`config.mk`:
```
export PLATFORM = sky130hd
export DESIGN_NAME = v_wb_arbiter
export DESIGN_NICKNAME = d
export VERILOG_FILES = /design/src/rtl/v_wb_arbiter.sv
export SDC_FILE = /design/constraint.sdc
export NUM_CORES = 2
export LEC_CHECK = 0
export ABC_AREA = 0
export CAP_MARGIN = 20
export CORE_AREA = 5 5 513 515
export CTS_CLUSTER_DIAMETER = 200
export DETAILED_ROUTE_END_ITERATION = 7
export DIE_AREA = 0 0 518 520
export SYNTH_ARGS = -nofsm -noshare
export SYNTH_HDL_FRONTEND = slang
export SYNTH_SLANG_ARGS = --single-unit
```
`constraint.sdc`:
```
create_clock -name clk -period 7.3 [get_ports clk]
set_clock_uncertainty 0.2 [all_clocks]
set_input_delay 1.46 -clock clk [delete_from_list [all_inputs] [get_ports clk]]
set_output_delay 1.46 -clock clk [all_outputs]
set_load 0.01 [all_outputs]
```
`src/rtl/v_wb_arbiter.sv`:
```
// Three-requester vector writeback arbiter feeding two register-file write ports.
// Define V_WB_ARB_ROUND_ROBIN_EN for rotating priority; otherwise fixed rq0 > rq1 > rq2.
module v_wb_arbiter #(
  parameter int unsigned VREG_DW = 256,
  parameter int unsigned VREG_AW = 5
) (
  input  logic               clk,
  input  logic               rst,
  input  logic               rq0_valid_i,
  input  logic [VREG_AW-1:0] rq0_addr_i,
  input  logic [VREG_DW-1:0] rq0_data_i,
  output logic               rq0_ready_o,
  input  logic               rq1_valid_i,
  input  logic [VREG_AW-1:0] rq1_addr_i,
  input  logic [VREG_DW-1:0] rq1_data_i,
  output logic               rq1_ready_o,
  input  logic               rq2_valid_i,
  input  logic [VREG_AW-1:0] rq2_addr_i,
  input  logic [VREG_DW-1:0] rq2_data_i,
  output logic               rq2_ready_o,
  output logic               is1_vwb_en_o,
  output logic [VREG_AW-1:0] is1_vwb_addr_o,
  output logic [VREG_DW-1:0] is1_vwb_data_o,
  output logic               is2_vwb_en_o,
  output logic [VREG_AW-1:0] is2_vwb_addr_o,
  output logic [VREG_DW-1:0] is2_vwb_data_o,
  output logic [15:0]        stall_cnt_o
);

  localparam int unsigned NREQ   = 3;
  localparam int unsigned CNT_W  = 16;
  localparam logic [CNT_W-1:0] CNT_MAX = '1;

  logic [NREQ-1:0]    req_valid;
  logic [VREG_AW-1:0] req_addr [NREQ];
  logic [VREG_DW-1:0] req_data [NREQ];

  logic [NREQ-1:0]    ready_c;
  logic               p1_en, p2_en;
  logic [1:0]         p1_idx, p2_idx;
  logic [VREG_AW-1:0] p1_addr;
  logic [1:0]         scan_idx;
  logic [1:0]         ptr, ptr_nxt;
  logic               stall_c;

  function automatic logic [1:0] wrap_inc(input logic [1:0] a);
    return (a == 2'd2) ? 2'd0 : a + 2'd1;
  endfunction

  assign req_valid   = {rq2_valid_i, rq1_valid_i, rq0_valid_i};
  assign req_addr[0] = rq0_addr_i;
  assign req_addr[1] = rq1_addr_i;
  assign req_addr[2] = rq2_addr_i;
  assign req_data[0] = rq0_data_i;
  assign req_data[1] = rq1_data_i;
  assign req_data[2] = rq2_data_i;

  // Scan from ptr; address 0 is a discard that needs no write port.
  always_comb begin
    ready_c  = '0;
    p1_en    = 1'b0;
    p2_en    = 1'b0;
    p1_idx   = 2'd0;
    p2_idx   = 2'd0;
    p1_addr  = '0;
    scan_idx = ptr;
    for (int i = 0; i < int'(NREQ); i++) begin
      if (!rst && req_valid[scan_idx]) begin
        if (req_addr[scan_idx] == '0) begin
          ready_c[scan_idx] = 1'b1;
        end else if (!p1_en) begin
          p1_en             = 1'b1;
          p1_idx            = scan_idx;
          p1_addr           = req_addr[scan_idx];
          ready_c[scan_idx] = 1'b1;
        end else if (!p2_en && (req_addr[scan_idx] != p1_addr)) begin
          p2_en             = 1'b1;
          p2_idx            = scan_idx;
          ready_c[scan_idx] = 1'b1;
        end
      end
      scan_idx = wrap_inc(scan_idx);
    end
  end

  assign stall_c     = |(req_valid & ~ready_c);
  assign rq0_ready_o = ready_c[0];
  assign rq1_ready_o = ready_c[1];
  assign rq2_ready_o = ready_c[2];

  // Priority pointer follows the last nonzero-address grant when rotating.
  always_comb begin
    ptr_nxt = ptr;
`ifdef V_WB_ARB_ROUND_ROBIN_EN
    if (p2_en) begin
      ptr_nxt = wrap_inc(p2_idx);
    end else if (p1_en) begin
      ptr_nxt = wrap_inc(p1_idx);
    end
`else
    ptr_nxt = 2'd0;
`endif
  end

  always_ff @(posedge clk) begin
    if (rst) begin
      is1_vwb_en_o   <= 1'b0;
      is1_vwb_addr_o <= '0;
      is1_vwb_data_o <= '0;
      is2_vwb_en_o   <= 1'b0;
      is2_vwb_addr_o <= '0;
      is2_vwb_data_o <= '0;
      stall_cnt_o    <= '0;
      ptr            <= 2'd0;
    end else begin
      is1_vwb_en_o <= p1_en;
      is2_vwb_en_o <= p2_en;
      if (p1_en) begin
        is1_vwb_addr_o <= req_addr[p1_idx];
        is1_vwb_data_o <= req_data[p1_idx];
      end
      if (p2_en) begin
        is2_vwb_addr_o <= req_addr[p2_idx];
        is2_vwb_data_o <= req_data[p2_idx];
      end
      if (stall_c && (stall_cnt_o != CNT_MAX)) begin
        stall_cnt_o <= stall_cnt_o + CNT_W'(1);
      end
      ptr <= ptr_nxt;
    end
  end

endmodule

```
==> flow_summary.toml <==
[synthesis]
synth_edf_count = 0
synth_area_leaders = "dfxtp_1, a221o_1, a221oi_1"
syn_inst = 2557
yosysWarningCount = 0
ys.flop_type = "dfxtp_1"
syn_avg_cell_area_um2 = 9.07
yosys.area.top_type_share_pct = 46.6
synth_nets = 3346
synth_top_area_cell = "dfxtp_1"
synth_seq_area_share_pct = 46.6
synthDistinctLibCells = 58
syn_area_um2 = 23200
ys_ff_latch = 540
async_flop_share_pct = 0

[global_routing]
grt-ovfl-total = 0
grt_pass1_vias = 28300
grt_first_pass_wirelength_um = 319000
grtUsageTotal_pct = 17.8
antenna_found_initial = 303
grt_max_degree = 186

[worst_setup_path]
path_class = "in2out"
cp.required_ns = 5.64
critPathLaunchType = "input port"
reg2reg_depth = 7
end_kind = "output port"
crit_start = "rq1_addr_i[0]"
r2r_end = "stall_cnt_o[8]"
rr_startpoint = "stall_cnt_o[3]"
crit_arrival_ns = 4.71
cp_max_fo = 15
reg2reg_slack_ns = 4.86

[detailed_routing]
vias_per_cell = 4.22
drt_iter0_drc = 3355
wl_per_cell_um = 35.1
drc = 0
vias = 30600
firstDrtPassIters = 5
postRouteAntennaNets = 0
drt_wl_total_um = 254000

[floorplan]
design.core.area_um2 = 258000
num_rows = 187
die_x_um = 518
die_y_um = 520
start_util_pct = 8.98
dieArea_um2 = 269000
ios = 1331

[clock_tree]
holdBufCountCts = 0
cts_resized = 0
tritoncts = "built"
cts.sinks = 540
cts_setup_buffers = 0
clockRootBuffer = "clkbuf_16"
cts_buffers = 75
h-tree-depth = 3
clk_pin_slew_ns = 0.05
clock_path_buffers = 3
insertion_delay_ns = 0.70

[placed_design]
io_buffers = 1330
detailed_place_hpwl_um = 211000
gp_congestion = 0.993
place_area_um2 = 40200
place_ws_ns = 0.950

[timing]
timing.final.crit_share_pct = 87.3
rsz0062_at_grt = "no"
hold_viol = 0
finalSetupViolations = 0
worst_pin_slew_ns = 1.16
max_freq_mhz = 157
slew_headroom_pct = 22.8
slew_violations = 0
fin_setup_tns_ns = 0
worst_slack_ns = 0.927
fin_crit_ns = 6.37

[cells_and_area]
seqCellArea_um2 = 10800
nFillCells = 28900
drive_gt1_share_pct = 5.06
area_growth_pct = 84.9
multi_input_area_um2 = 11200
fin_nets = 4513
stdcell_area_um2 = 42900

[min_path]
hold_end = "is2_vwb_addr_o[0]"
min-delay-start = "is2_vwb_addr_o[0]"
hp-class = "reg2reg"
min_path_cells = 1

[run]
maxCapViolations = 0

[power]
ir_worst_vdd_mv = 0.165
finalPower_uw = 10000
p_leak_uw = 0.0159
p_per_area_nw_per_um2 = 234

[status]
status = "completed"
## metrics by stage
step | hold slack [ns] | util, % | std cells
global placement | 0.247 | 15.6 | 7048
global route | 0.265 | 16.6 | 7201
detailed placement | 0.243 | 15.6 | 7048
finish | 0.260 | 16.6 | 7246
floorplan | 0.297 | - | 2557
CTS | 0.256 | 16.5 | 7176
## worst max path at each step
stage | endpoint | slack (ns) | depth (start not counted)
4_1_cts | rq2_ready_o | 0.93 | 8
5_1_grt | rq2_ready_o | 0.77 | 8
3_5_place_dp | rq2_ready_o | 0.95 | 8
6_report | rq2_ready_o | 0.93 | 8
3_3_place_gp | rq2_ready_o | 0.91 | 8
2_1_floorplan | rq2_ready_o | 2.25 | 8
## metal layers
metal | share of wire [%] | global-route usage (%) | vias up
li1 | - | - | 12500
met1 | 36 | 19.0 | 14800
met2 | 42 | 26.7 | 2318
met3 | 17 | 13.4 | 729
met4 | 4.6 | 7.05 | 286
met5 | 0.74 | 0 | -
## kinds of logic after synthesis
group | after synthesis | synth area share (%)
buffers and inverters | 305 | 5.40
DFF | 540 | 46.6
and+or+nand+nor | 866 | 17.8
AOI/OAI and AO/OA | 835 | 29.7
xor gates and xnor gates | 5 | 0.221
muxes | 5 | 0.243
adders and majority gates | 1 | 0.0539
## sequential cells by signal, indices dropped and copies added (netlist names)
name and count:
is1_vwb_en_o 1, is1_vwb_addr_o 5, is2_vwb_data_o 256, is2_vwb_en_o 1, stall_cnt_o 16, is1_vwb_data_o 256
is2_vwb_addr_o 5
## synthesized netlist by cell type, types with 2 or more instances
| cell type | number |
|---|---|
| nor4b_1 | 4 |
| and3_1 | 263 |
| o21ai_1 | 3 |
| nand3_1 | 4 |
| nor3_4 | 2 |
| buf_6 | 4 |
| dfxtp_1 | 540 |
| a31oi_1 | 259 |
| nor2_1 | 17 |
| nand4_1 | 5 |
| a21o_1 | 5 |
| nor3b_1 | 4 |
| a221o_1 | 256 |
| or3_1 | 8 |
| and3b_1 | 2 |
| buf_1 | 4 |
| inv_1 | 10 |
| a32o_1 | 5 |
| nor4_1 | 2 |
| nor4bb_1 | 3 |
| xnor2_1 | 4 |
| nor3_1 | 5 |
| o41ai_1 | 3 |
| nand2_1 | 525 |
| buf_4 | 8 |
| o31a_1 | 2 |
| nand3b_1 | 2 |
| or4_1 | 4 |
| clkbuf_1 | 241 |
| buf_2 | 38 |
| o211ai_1 | 4 |
| mux2_2 | 5 |
| and2_1 | 2 |
| nand2b_1 | 2 |
| a221oi_1 | 257 |
| o21ai_0 | 10 |
| nor2b_1 | 7 |
| a21oi_1 | 17 |
| o32ai_1 | 2 |
## layout by cell type (no fill, tap or decap), types with 5 or more instances in the layout
cell type        instances
and3_1                 262
bufinv_16                5
a221oi_1               257
clkdlybuf4s50_1       1330
buf_12                  19
clkbuf_8                11
diode_2                 69
nand4_1                  5
a21oi_1                 17
mux2_2                   5
nand2_1                524
clkbuf_1                14
nor2_1                  16
a221o_1                256
buf_4                   35
inv_1                   10
a32o_1                   5
o21ai_0                 10
clkbuf_16               76
a31oi_1                259
nor2b_1                  6
clkinv_2                 8
dfxtp_1                540
a21o_1                   5
nor3_1                   5
or3_1                    8
## worst max-delay path, cell delays in order
cell and delay [ns]:
clkdlybuf4s50_1 0.61, or4_1 0.65, o21ai_1 0.51, nor2_1 0.21, and2_4 0.29, o211ai_1 0.18, and3_1 0.22, clkdlybuf4s50_1 0.57
## report_power, final
| part | internal [µW] | switching (µW) | total [µW] |
|---|---|---|---|
| Sequential | 3270 | 252 | 3530 |
| Combinational | 1220 | 1370 | 2590 |
| Clock | 2210 | 1690 | 3900 |
| Total | 6700 | 3310 | 10000 |
## area by class of cell
class / count / share of cell area, %
Antenna cell: 69 / 0.403
Clock buffer: 101 / 4.91
Clock inverter: 27 / 0.869
Inverter: 10 / 0.0875
Multi-Input combinational cell: 1712 / 26.1
Sequential cell: 540 / 25.2
Tap cell: 3402 / 9.92
Timing Repair Buffer: 1385 / 32.5
(Power assumes the default switching activity.)
